[config.mk]
export PLATFORM = sky130hd
export DESIGN_NAME = ext_imm_pipe
export DESIGN_NICKNAME = d
export VERILOG_FILES = /design/src/rtl/ext_pkg.sv /design/src/rtl/ext_skid_buf.sv /design/src/rtl/ext_imm_pipe.sv
export SDC_FILE = /design/constraint.sdc
export NUM_CORES = 1
export LEC_CHECK = 0
export CELL_PAD_IN_SITES_DETAIL_PLACEMENT = 0
export CELL_PAD_IN_SITES_GLOBAL_PLACEMENT = 1
export CORE_MARGIN = 10
export CORE_UTILIZATION = 38
export DETAILED_ROUTE_END_ITERATION = 10
export PLACE_DENSITY_LB_ADDON = 0.1
export SETUP_SLACK_MARGIN = 0.2
export SYNTH_ARGS = -nofsm -noshare
export SYNTH_HDL_FRONTEND = slang
export SYNTH_SLANG_ARGS = --single-unit
[constraint.sdc]
create_clock -name clk -period 4.4 [get_ports clk]
set_clock_uncertainty 0.1 [all_clocks]
set_input_delay 0.88 -clock clk [delete_from_list [all_inputs] [get_ports clk]]
set_output_delay 0.88 -clock clk [all_outputs]
set_load 0.02 [all_outputs]
[src/rtl/ext_pkg.sv]
// Shared constants for the immediate/offset extender: mode encodings and result layout.
// Latency: none (declarations only).
// Backpressure: not applicable.
package ext_pkg;

  localparam int EXT_SEL_W = 3;

  localparam logic [EXT_SEL_W-1:0] EXT_UNSIGNED = 3'd0;
  localparam logic [EXT_SEL_W-1:0] EXT_SIGNED   = 3'd1;
  localparam logic [EXT_SEL_W-1:0] EXT_POS_H    = 3'd2;
  localparam logic [EXT_SEL_W-1:0] EXT_BR_OFF   = 3'd3;
  localparam logic [EXT_SEL_W-1:0] EXT_JTARGET  = 3'd4;
  localparam logic [EXT_SEL_W-1:0] EXT_LB       = 3'd5;
  localparam logic [EXT_SEL_W-1:0] EXT_LBU      = 3'd6;
  localparam logic [EXT_SEL_W-1:0] EXT_LH       = 3'd7;

  // Result layout at the default 32-bit datapath width; the top level
  // declares the same {data, err} layout sized by its DATA_W parameter.
  localparam int EXT_DEF_DATA_W = 32;

  typedef struct packed {
    logic [EXT_DEF_DATA_W-1:0] data;
    logic                      err;
  } ext_res_t;

endpackage

[src/rtl/ext_skid_buf.sv]
// Two-entry strict-FIFO valid/ready buffer for the extender result payload.
// Latency: push in cycle N is visible at the output in N+1 when the buffer was empty.
// Backpressure: in_rdy_o = (count != 2) from registered count only; no path from out_rdy_i.
module ext_skid_buf #(
  parameter int W = 33
) (
  input  logic         clk_i,
  input  logic         rst_i,
  input  logic         in_vld_i,
  output logic         in_rdy_o,
  input  logic [W-1:0] in_dat_i,
  output logic         out_vld_o,
  input  logic         out_rdy_i,
  output logic [W-1:0] out_dat_o
);

  logic [1:0]   count_q, count_d;
  logic [W-1:0] head_q, head_d;   // oldest entry, drives the output
  logic [W-1:0] tail_q, tail_d;   // second entry, valid only when count == 2
  logic         push, pop;

  assign in_rdy_o  = (count_q != 2'd2);
  assign out_vld_o = (count_q != 2'd0);
  assign out_dat_o = head_q;

  assign push = in_vld_i && in_rdy_o;
  assign pop  = out_vld_o && out_rdy_i;

  // Next-state: head keeps its last value when the buffer drains so the output holds.
  always_comb begin
    count_d = count_q;
    head_d  = head_q;
    tail_d  = tail_q;
    if (push && !pop) begin
      count_d = count_q + 2'd1;
      if (count_q == 2'd0) begin
        head_d = in_dat_i;
      end else begin
        tail_d = in_dat_i;
      end
    end else if (pop && !push) begin
      count_d = count_q - 2'd1;
      if (count_q == 2'd2) begin
        head_d = tail_q;
      end
    end else if (push && pop) begin
      // Only reachable at count 1: head leaves, new entry becomes head.
      head_d = in_dat_i;
    end
  end

  // State register; reset empties the buffer and clears the visible payload.
  always_ff @(posedge clk_i) begin
    if (rst_i) begin
      count_q <= 2'd0;
      head_q  <= '0;
      tail_q  <= '0;
    end else begin
      count_q <= count_d;
      head_q  <= head_d;
      tail_q  <= tail_d;
    end
  end

endmodule

[src/rtl/ext_imm_pipe.sv]
// Immediate/offset extender (zero, sign, upper, branch, jump; EXT_LOAD_MODES_EN adds LB/LBU/LH).
// Latency: 1 cycle from accepted request to out_valid when the buffer is empty.
// Backpressure: 2-entry buffer; in_ready drops when full and rises the cycle after a pop.
module ext_imm_pipe
  import ext_pkg::*;
#(
  parameter int IMM_W  = 16,
  parameter int JT_W   = 26,
  parameter int DATA_W = 32
) (
  input  logic                 clk,
  input  logic                 rst,
  input  logic                 in_valid,
  output logic                 in_ready,
  input  logic [JT_W-1:0]      in_imm,
  input  logic [EXT_SEL_W-1:0] in_sel,
  input  logic [DATA_W-1:0]    in_pc_hi,
  output logic                 out_valid,
  input  logic                 out_ready,
  output logic [DATA_W-1:0]    out_data,
  output logic                 out_err
);

  typedef struct packed {
    logic [DATA_W-1:0] data;
    logic              err;
  } res_t;

  res_t              res;
  res_t              buf_out;
  logic [IMM_W-1:0]  s_imm;
  logic [DATA_W-1:0] zext;
  logic [DATA_W-1:0] sext;
  logic              unused_pc_lo;

  assign s_imm = in_imm[IMM_W-1:0];
  assign zext  = {{(DATA_W-IMM_W){1'b0}}, s_imm};
  assign sext  = {{(DATA_W-IMM_W){s_imm[IMM_W-1]}}, s_imm};

  // Low PC bits are replaced by the jump field and word alignment.
  assign unused_pc_lo = ^in_pc_hi[JT_W+1:0];

  // Extension function: every mode, legal or not, drives a full result.
  always_comb begin
    res.data = '0;
    res.err  = 1'b0;
    case (in_sel)
      EXT_UNSIGNED: res.data = zext;
      EXT_SIGNED:   res.data = sext;
      EXT_POS_H:    res.data = {s_imm, {(DATA_W-IMM_W){1'b0}}};
      EXT_BR_OFF:   res.data = {sext[DATA_W-3:0], 2'b00};
      EXT_JTARGET:  res.data = {in_pc_hi[DATA_W-1:JT_W+2], in_imm, 2'b00};
`ifdef EXT_LOAD_MODES_EN
      EXT_LB:       res.data = {{(DATA_W-8){in_imm[7]}}, in_imm[7:0]};
      EXT_LBU:      res.data = {{(DATA_W-8){1'b0}}, in_imm[7:0]};
      EXT_LH:       res.data = {{(DATA_W-16){in_imm[15]}}, in_imm[15:0]};
      default: begin
        res.data = '0;
        res.err  = 1'b0;
      end
`else
      default: begin
        res.data = '0;
        res.err  = 1'b1;
      end
`endif
    endcase
  end

  ext_skid_buf #(
    .W ($bits(res_t))
  ) u_buf (
    .clk_i     (clk),
    .rst_i     (rst),
    .in_vld_i  (in_valid),
    .in_rdy_o  (in_ready),
    .in_dat_i  (res),
    .out_vld_o (out_valid),
    .out_rdy_i (out_ready),
    .out_dat_o (buf_out)
  );

  assign out_data = buf_out.data;
  assign out_err  = buf_out.err;

endmodule

==> flow_metrics.py, run 1 <==
metrics = {
    "route": {
        "drc": 0,
        "wl_met3_um": 607,
        "wire_per_inst_um": 18.5,
        "firstDrtPassIters": 4,
        "drtAntennaViolNets": 0,
        "vias_per_cell": 5.70,
        "wl_mm": 10.4,
        "topRoutingLayerUsed": "met4",
        "m1WireLength_mm": 4.85,
        "wl_met2_mm": 4.81,
        "vias": 3185,
        "drt_iter0_markers": 201,
    },
    "place": {
        "dpl.hpwl_mm": 7.30,
        "placed_cells": 543,
        "io_buffers": 71,
        "gp_congestion": 0.816,
    },
    "floorplanning": {
        "ios": 100,
        "rows": 34,
        "die_height_um": 115,
        "die-area_mm2": 0.0133,
        "coreArea_mm2": 0.00876,
        "dieWidth_um": 115,
        "start_util": 0.393,
    },
    "worst_setup_path": {
        "timing.critical_path.from": "in_sel[0]",
        "crit_buf_inv": 1,
        "crit_path_max_fanout": 22,
        "rr_startpoint": "u_buf.count_q[0]$_SDFFE_PP0P_",
        "cpPeakStageDelay_ns": 0.82,
        "cp.depth": 5,
        "cp_slowest_cell": "clkdlybuf4s50_1",
        "worst_setup_path_start_kind": "input pin",
        "required_ns": 4.54,
        "r2r_cells": 9,
        "worstPathArrival_ns": 3.25,
        "endpoint_kind": "flop",
        "cp_top_family": "compound AO/OA/AOI/OAI gates",
        "path_class": "in -> reg",
        "worstPathCellList": "clkdlybuf4s50_1 -> and3b_1 -> a221oi_1 -> a21oi_1 -> a22o_1",
    },
    "worst_hold_path": {
        "hold_depth": 2,
        "hp-class": "reg -> reg",
        "hold_path.startpoint": "u_buf.out_dat_o[10]$_SDFFE_PP0P_",
    },
    "synthesis": {
        "synthTopCellsByCount": "68 x dfxtp_1, 45 x nor2_1, 30 x a211oi_1, 22 x a21oi_1, 19 x buf_2",
        "yosys.area.top_type": "dfxtp_1",
        "yosysMostFrequentCell": "dfxtp_1",
        "netlist_area_mm2": 0.00345,
        "synthTopCellsByArea": "dfxtp_1 40%, a211oi_1 6.5%, nor2_1 4.9%",
        "syn-instance-count": 393,
        "synthDominantCellAreaShare": 0.395,
        "seq_area_frac_synth": 0.395,
        "ys_ff_latch": 68,
        "synth.avg_cell_area_um2": 8.77,
        "ys.flop_type": "dfxtp_1",
        "synth_nets": 461,
        "async_flop_share": 0,
        "ys.warnings.count": 0,
        "synth_cell_type_count": 48,
        "synth_edf_count": 0,
    },
    "grt": {
        "antenna_found_initial": 0,
        "grt_pass1_wl_mm": 16.8,
        "grt_pass1_vias": 3074,
        "track_usage": 0.159,
        "grt_max_degree": 45,
        "gr-total-overflow": 0,
    },
    "timing": {
        "max_freq_mhz": 321,
        "min_period_ns": 3.11,
        "post-route-period-util": 0.707,
        "slew_headroom": 0.406,
        "tns_ns": 0,
        "hold_viol_final": 0,
        "setup_viol": 0,
        "whs_ns": 0.351,
        "rsz0062_at_grt": "false",
        "slew_violations": 0,
        "tightest_slew_ns": 0.887,
    },
    "cts": {
        "clock-sinks": 68,
        "cts_tree": "done",
        "clockRootBuffer": "clkbuf_8",
        "post-cts-setup-buffers": 0,
        "clk_pin_slew_ns": 0.08,
        "numCtsBuffers": 9,
        "hold_buffers": 0,
        "clkLatencyLatePin_ns": 0.35,
        "cts_resized": 0,
        "cts_buffer_depth": 2,
        "cts_max_level": 3,
    },
    "final_layout": {
        "diodes": 0,
        "drive_above_1_share": 0.0687,
        "final_nets": 514,
        "area_delta_synth_final_pct": 28.4,
        "finalNonFillerCells": 559,
    },
    "flow_run": {
        "maxCapViolCount": 0,
    },
    "pwr": {
        "comb_power_share": 0.359,
        "p_sw_frac": 0.343,
        "internal_power_mw": 1.57,
        "p_clk_frac": 0.278,
        "leakagePower_nw": 1.72,
        "p_per_area_mw_per_mm2": 541,
        "ir_drop_uv": 358,
        "power.switching_mw": 0.821,
        "p_seq_frac": 0.363,
    },
    "run_status": {
        "outcome": "complete, no violations",
    },
}
-- power by group through the flow --
stage                     combinational (mW)  clock [mW]  sequential [mW]
after floorplan                        0.502           0            0.946
after global placement                 0.858           0            0.877
after detailed placement               0.869           0            0.882
after CTS                              0.873       0.686            0.868
after global routing                   0.953       0.708            0.890
final                                  0.860       0.666            0.868
-- stage by stage --
step	area [um^2]	setup slack (ns)	power [mW]	util
floorplan	3450	1.95	1.45	-
global placement	4170	0.989	1.73	0.475
detailed placement	4170	0.963	1.75	0.475
CTS	4420	1.33	2.43	0.505
global route	4420	1.09	2.55	0.505
finish	4420	1.29	2.39	0.505
-- registers in the layout, indices dropped and copies added (netlist names) --
register / flops
u_buf.tail_q: 33
u_buf.count_q: 2
u_buf.out_dat_o: 33
-- cell families (layout without fill, tap and decap cells) --
logic type / after synthesis / count (layout) / share of synthesized area
DFF: 68 / 68 / 0.395
muxes: 1 / 1 / 0.00327
adders and majority gates: 3 / 3 / 0.0109
buffers and inverters: 44 / 102 / 0.0639
AOI/OAI and AO/OA: 150 / 150 / 0.316
and+or+nand+nor: 123 / 123 / 0.201
xor gates and xnor gates: 4 / 4 / 0.0102
-- path summary, 6_finish.rpt --
kind,endpoint,slack (ns)
max,u_buf.out_dat_o[4]$_SDFFE_PP0P_,1.29
min reg2reg,u_buf.out_dat_o[10]$_SDFFE_PP0P_,0.35
max reg2reg,u_buf.out_dat_o[24]$_SDFFE_PP0P_,1.65
min,u_buf.out_dat_o[10]$_SDFFE_PP0P_,0.35
-- final cells by class --
| cell class | count | area (um^2) |
|---|---|---|
| well taps | 108 | 135 |
| clock buffers | 11 | 151 |
| flip-flops and latches | 68 | 1360 |
| clock inverters | 5 | 106 |
| repair buffers | 81 | 786 |
| multi-input cells | 281 | 1860 |
| fillers | 843 | 4340 |
| inverters | 5 | 18.8 |
-- cell usage in the layout (no fill, tap or decap), types with 5 or more instances in the layout --
| master | synthesis | routed |
|---|---|---|
| o211a_1 | 7 | 7 |
| clkdlybuf4s50_1 | 0 | 71 |
| a21oi_1 | 22 | 22 |
| and3b_1 | 8 | 8 |
| a22oi_1 | 7 | 7 |
| a22o_1 | 17 | 17 |
| dfxtp_1 | 68 | 68 |
| nand2_1 | 15 | 15 |
| nor2b_1 | 11 | 11 |
| o21ai_0 | 18 | 18 |
| nand2b_1 | 8 | 8 |
| nor2_1 | 45 | 45 |
| a211oi_1 | 30 | 30 |
| a32o_1 | 7 | 7 |
| o22ai_1 | 6 | 6 |
| buf_4 | 2 | 10 |
| o21a_1 | 6 | 6 |
| nor4bb_1 | 11 | 11 |
| nor3_1 | 6 | 6 |
| nand3_1 | 5 | 5 |
| clkbuf_8 | 0 | 11 |
| nor3b_1 | 7 | 7 |
| o21ai_1 | 6 | 6 |
| a32oi_1 | 6 | 6 |
| a21o_1 | 6 | 6 |
| inv_1 | 5 | 5 |
-- routing by layer --
metal / track usage / up-vias
met5: 0 / -
met4: 0.0437 / 0
met3: 0.0427 / 8
met2: 0.255 / 91
met1: 0.204 / 1522
li1: - / 1564
-- tightest hold or removal path, cell delays in order (launching register included) --
cell and delay [ns]:
dfxtp_1 0.31, nand2_1 0.05, o21ai_1 0.05
Power figures use the tool's default switching activity.
==> run 2, diff against run 1 <==
Settings changed: CORE_UTILIZATION 38 to 35.
Clock period 4.4 ns to 2.9 ns, I/O delays scaled along.
==> run 2 against run 1 <==
  * Hold slack got worse by 0.00086 ns
  * Final area increased by 3.3%
  * Critical path depth increased by 5
  * Sequential power increased by 51%
  * Clock power increased by 31%
  * Largest power group is now combinational logic
  * Highest routed layer unchanged
==> flow_metrics.py, run 2 (same netlist as run 1, synthesis figures left out) <==
metrics = {
    "worst_hold_path": {
        "hold_path.startpoint": "u_buf.out_dat_o[8]$_SDFFE_PP0P_",
        "hold_path_end": "u_buf.out_dat_o[8]$_SDFFE_PP0P_",
        "hold_depth": 2,
        "hp-class": "reg -> reg",
    },
    "timing": {
        "max_freq_mhz": 395,
        "rsz0062_at_grt": "false",
        "hold_viol_final": 0,
        "setup_viol": 0,
        "tightest_slew_ns": 0.626,
        "slew_headroom": 0.581,
        "post-route-period-util": 0.873,
        "min_period_ns": 2.53,
        "slew_violations": 0,
        "tns_ns": 0,
    },
    "route": {
        "vias_per_cell": 5.35,
        "wire_per_inst_um": 18.1,
        "firstDrtPassIters": 4,
        "wl_mm": 10.9,
        "drt_iter0_markers": 193,
        "drc": 0,
        "drtAntennaViolNets": 0,
        "vias": 3208,
    },
    "place": {
        "dpl.hpwl_mm": 7.67,
        "placed_cell_area_mm2": 0.00433,
        "io_buffers": 71,
        "gp_congestion": 0.767,
        "placed_cells": 583,
    },
    "grt": {
        "grt_max_degree": 45,
        "antenna_found_initial": 0,
        "grt_pass1_wl_mm": 17.8,
        "track_usage": 0.155,
        "gr-total-overflow": 0,
        "grt_pass1_vias": 3282,
    },
    "pwr": {
        "p_sw_frac": 0.356,
        "p_seq_frac": 0.362,
        "power.switching_mw": 1.28,
        "p_clk_frac": 0.242,
        "leakagePower_nw": 1.79,
        "internal_power_mw": 2.32,
        "ir_drop_uv": 425,
        "p_per_area_mw_per_mm2": 790,
        "comb_power_share": 0.396,
    },
    "floorplanning": {
        "ios": 100,
        "start_util": 0.356,
        "coreArea_mm2": 0.00968,
        "die_height_um": 119,
        "dieWidth_um": 119,
        "rows": 36,
        "die-area_mm2": 0.0142,
    },
    "cts": {
        "cts_tree": "done",
        "post-cts-setup-buffers": 0,
        "numCtsBuffers": 9,
        "clock-sinks": 68,
        "clk_pin_slew_ns": 0.08,
        "cts_max_level": 3,
        "clkLatencyLatePin_ns": 0.35,
        "clockRootBuffer": "clkbuf_8",
        "hold_buffers": 0,
        "cts_buffer_depth": 2,
    },
    "final_layout": {
        "final_area_mm2": 0.00457,
        "finalNonFillerCells": 600,
        "diodes": 0,
        "layout_commonest_cell": "clkdlybuf4s50_1",
        "final_nets": 530,
        "drive_above_1_share": 0.0985,
        "area_delta_synth_final_pct": 32.5,
        "mostFrequentLayoutCells": "71 x clkdlybuf4s50_1, 68 x dfxtp_1, 45 x nor2_1",
    },
    "worst_setup_path": {
        "r2r_cells": 10,
        "cp_slowest_cell": "dfxtp_1",
        "path_class": "reg -> reg",
        "crit_path_frequent_cell": "buf_4",
        "crit_buf_inv": 4,
        "worstPathArrival_ns": 2.67,
        "crit_path_max_fanout": 18,
        "worst_setup_path_start_kind": "flop",
        "cp.depth": 10,
        "r2r_end": "u_buf.out_dat_o[4]$_SDFFE_PP0P_",
        "worstPathCellList": "or2b_1 -> nand2_1 -> inv_1 -> ha_1 -> buf_4 -> buf_4 -> or3_1 -> o311a_1 -> buf_4 -> a22o_1",
        "rr_startpoint": "u_buf.count_q[1]$_SDFFE_PP0P_",
        "cp_top_family": "simple AND/OR/NAND/NOR gates",
        "endpoint_kind": "flop",
        "r2r_slack_ns": 0.37,
        "cpPeakStageDelay_ns": 0.44,
        "required_ns": 3.04,
    },
    "flow_run": {
        "maxCapViolCount": 0,
    },
    "run_status": {
        "outcome": "complete, no violations",
    },
}
-- run 2: per-layer routing --
metal / vias up / share of wire / global-route usage
met1: 1512 / 0.48 / 0.204
met4: 0 / 0.012 / 0.0504
met2: 83 / 0.45 / 0.241
met3: 10 / 0.054 / 0.0402
met5: - / 0 / 0
li1: 1603 / - / -
-- run 2: cell type report --
type	count	area, um^2
fillers	963	5120
multi-input cells	282	1880
clock inverters	6	88.8
inverters	5	18.8
clock buffers	10	128
repair buffers	96	923
well taps	133	166
flip-flops and latches	68	1360
-- run 2: power by group through the flow --
stage | combinational (mW) | sequential (mW) | clock (mW)
floorplan | 0.762 | 1.44 | 0
global placement | 1.40 | 1.32 | 0
detailed placement | 1.41 | 1.33 | 0
CTS | 1.44 | 1.31 | 0.893
global route | 1.59 | 1.34 | 0.926
finish | 1.43 | 1.31 | 0.872
-- run 2: how the worst max path moves through the flow --
stage / startpoint / endpoint / slack (ns)
after floorplan: u_buf.count_q[0]$_SDFFE_PP0P_ / u_buf.out_dat_o[19]$_SDFFE_PP0P_ / 0.53
after global placement: out_ready / u_buf.out_dat_o[23]$_SDFFE_PP0P_ / -0.04
after detailed placement: out_ready / u_buf.out_dat_o[23]$_SDFFE_PP0P_ / -0.13
after CTS: u_buf.count_q[1]$_SDFFE_PP0P_ / u_buf.out_dat_o[15]$_SDFFE_PP0P_ / 0.29
after global routing: u_buf.count_q[1]$_SDFFE_PP0P_ / u_buf.out_dat_o[4]$_SDFFE_PP0P_ / 0.21
final: u_buf.count_q[1]$_SDFFE_PP0P_ / u_buf.out_dat_o[4]$_SDFFE_PP0P_ / 0.37
-- run 2: what timing repair did --
action                                  in CTS  in global routing
pin swaps                                    1                  0
gates cloned                                 1                  0
resized for setup                            0                  1
endpoints found under the setup margin      11                 12
-- run 2: per-stage QoR --
stage | util | hold slack [ns] | setup WS, ns | power [mW]
after floorplan | - | 0.337 | 0.535 | 2.20
after global placement | 0.448 | 0.340 | -0.0392 | 2.72
after detailed placement | 0.448 | 0.343 | -0.128 | 2.74
after CTS | 0.471 | 0.354 | 0.286 | 3.64
after global routing | 0.472 | 0.373 | 0.212 | 3.86
final | 0.472 | 0.350 | 0.369 | 3.61
-- run 2: worst min-delay path, cell delays in order (launching register included) --
cell and delay (ns):
dfxtp_1 0.31, nand2_1 0.05, o21ai_1 0.05
==> run 3, diff against run 2 <==
Settings changed: GPL_TIMING_DRIVEN from default to 0.
==> run 3 against run 2 <==
  * Count of clock-buffer cells in the layout unchanged
  * Register-to-register slack improved by 0.07 ns
  * Sequential power about the same
  * Via count increased by 1.1%
  * Die area unchanged
  * Critical path depth unchanged
==> flow_metrics.py, run 3 (same netlist as run 1, synthesis figures left out) <==
metrics = {
    "floorplanning": {
        "dieWidth_um": 119,
        "coreArea_mm2": 0.00968,
        "ios": 100,
        "die_height_um": 119,
        "rows": 36,
        "die-area_mm2": 0.0142,
        "start_util": 0.356,
    },
    "pwr": {
        "p_per_area_mw_per_mm2": 805,
        "leakagePower_nw": 1.80,
        "power.switching_mw": 1.28,
        "p_sw_frac": 0.351,
        "total_power_mw": 3.66,
        "comb_power_share": 0.381,
        "p_clk_frac": 0.262,
        "internal_power_mw": 2.37,
        "ir_drop_uv": 349,
        "p_seq_frac": 0.357,
    },
    "timing": {
        "min_period_ns": 2.46,
        "tightest_slew_ns": 0.616,
        "rsz0062_at_grt": "false",
        "hold_viol_final": 0,
        "slew_headroom": 0.590,
        "setup_viol": 0,
        "setup_ws_ns": 0.435,
        "post-route-period-util": 0.850,
        "max_freq_mhz": 406,
        "tns_ns": 0,
        "slew_violations": 0,
    },
    "route": {
        "wl_mm": 11.4,
        "vias": 3243,
        "firstDrtPassIters": 5,
        "drtAntennaViolNets": 0,
        "drt_iter0_markers": 205,
        "wire_per_inst_um": 18.7,
        "vias_per_cell": 5.32,
        "drc": 0,
    },
    "cts": {
        "numCtsBuffers": 9,
        "hold_buffers": 0,
        "clock-sinks": 68,
        "cts_buffer_depth": 2,
        "cts_tree": "done",
        "cts_max_level": 3,
        "clkLatencyLatePin_ns": 0.34,
        "clockRootBuffer": "clkbuf_8",
        "cts_resized": 0,
        "post-cts-setup-buffers": 0,
        "clk_pin_slew_ns": 0.08,
    },
    "grt": {
        "grt_max_degree": 13,
        "grt_pass1_vias": 3252,
        "gr-total-overflow": 0,
        "track_usage": 0.160,
        "antenna_found_initial": 0,
        "grt_pass1_wl_mm": 18.2,
    },
    "run_status": {
        "outcome": "complete, no violations",
    },
    "worst_setup_path": {
        "endpoint_kind": "flop",
        "crit_path_max_fanout": 10,
        "required_ns": 3.05,
        "worstPathArrival_ns": 2.61,
        "worst_setup_path_start_kind": "flop",
        "path_class": "reg -> reg",
    },
    "worst_hold_path": {
        "hp-class": "reg -> reg",
    },
    "final_layout": {
        "final_nets": 540,
        "diodes": 0,
        "mostFrequentLayoutCells": "68 x clkdlybuf4s50_1, 68 x dfxtp_1, 45 x nor2_1",
        "fin_util": 0.469,
        "area_delta_synth_final_pct": 31.8,
        "drive_above_1_share": 0.0985,
    },
    "place": {
        "dpl.hpwl_mm": 8.69,
        "pre_cts_ws_ns": 0.0366,
        "gp_congestion": 0.864,
        "io_buffers": 68,
    },
    "flow_run": {
        "maxCapViolCount": 0,
    },
}
==> run 3: cell count changes in the layout (fill, tap and decap cells not counted), moves of 3 or more <==
cell	previous run	this run
buf_1	0	3
buf_4	23	2
clkbuf_1	1	11
buf_6	0	3
clkdlybuf4s50_1	71	68
buf_2	0	17
==> run 3: layer usage <==
| metal | routed length, um | vias to the layer above | global-route usage |
|---|---|---|---|
| met5 | 0 | - | 0 |
| li1 | - | 1627 | - |
| met2 | 5190 | 87 | 0.243 |
| met3 | 751 | 7 | 0.0397 |
| met4 | 81 | 0 | 0.0511 |
| met1 | 5380 | 1522 | 0.216 |
==> run 3: critical path: stages (launching register included) <==
cell and delay [ns]:
dfxtp_1 0.30, buf_2 0.16, or2b_1 0.25, nand2_1 0.11
inv_1 0.05, ha_1 0.18, buf_4 0.16, or3_1 0.37
o311a_1 0.19, clkbuf_2 0.25, a32o_1 0.25
==> run 3: final timing paths <==
path / startpoint / end / slack (ns) / cells after the start
setup reg to reg: u_buf.count_q[0]$_SDFFE_PP0P_ / u_buf.out_dat_o[29]$_SDFFE_PP0P_ / 0.44 / 10
hold reg to reg: u_buf.out_dat_o[10]$_SDFFE_PP0P_ / u_buf.out_dat_o[10]$_SDFFE_PP0P_ / 0.35 / 2
hold / removal: u_buf.out_dat_o[10]$_SDFFE_PP0P_ / u_buf.out_dat_o[10]$_SDFFE_PP0P_ / 0.35 / 2
setup / recovery: u_buf.count_q[0]$_SDFFE_PP0P_ / u_buf.out_dat_o[29]$_SDFFE_PP0P_ / 0.44 / 10
==> run 3: area by class of cell <==
cell class	count	area, um^2
clock inverters	6	113
multi-input cells	281	1870
flip-flops and latches	68	1360
clock buffers	10	128
repair buffers	68	681
fillers	966	5140
inverters	5	18.8
well taps	133	166
plain buffers	39	208
==> run 3: power by group through the flow <==
stage	registers, mW	logic [mW]	clock network (mW)
3_5_place_dp	1.33	1.40	0
2_1_floorplan	1.44	0.762	0
5_1_grt	1.34	1.54	1.02
4_1_cts	1.31	1.40	0.977
3_3_place_gp	1.32	1.39	0
6_report	1.31	1.39	0.957
==> run 3: per-stage QoR <==
stage,hold WS (ns),cell area [um^2],instances
2_1_floorplan,0.337,3450,393
3_3_place_gp,0.340,4290,594
3_5_place_dp,0.343,4290,594
4_1_cts,0.354,4530,610
5_1_grt,0.367,4540,610
6_report,0.348,4540,610
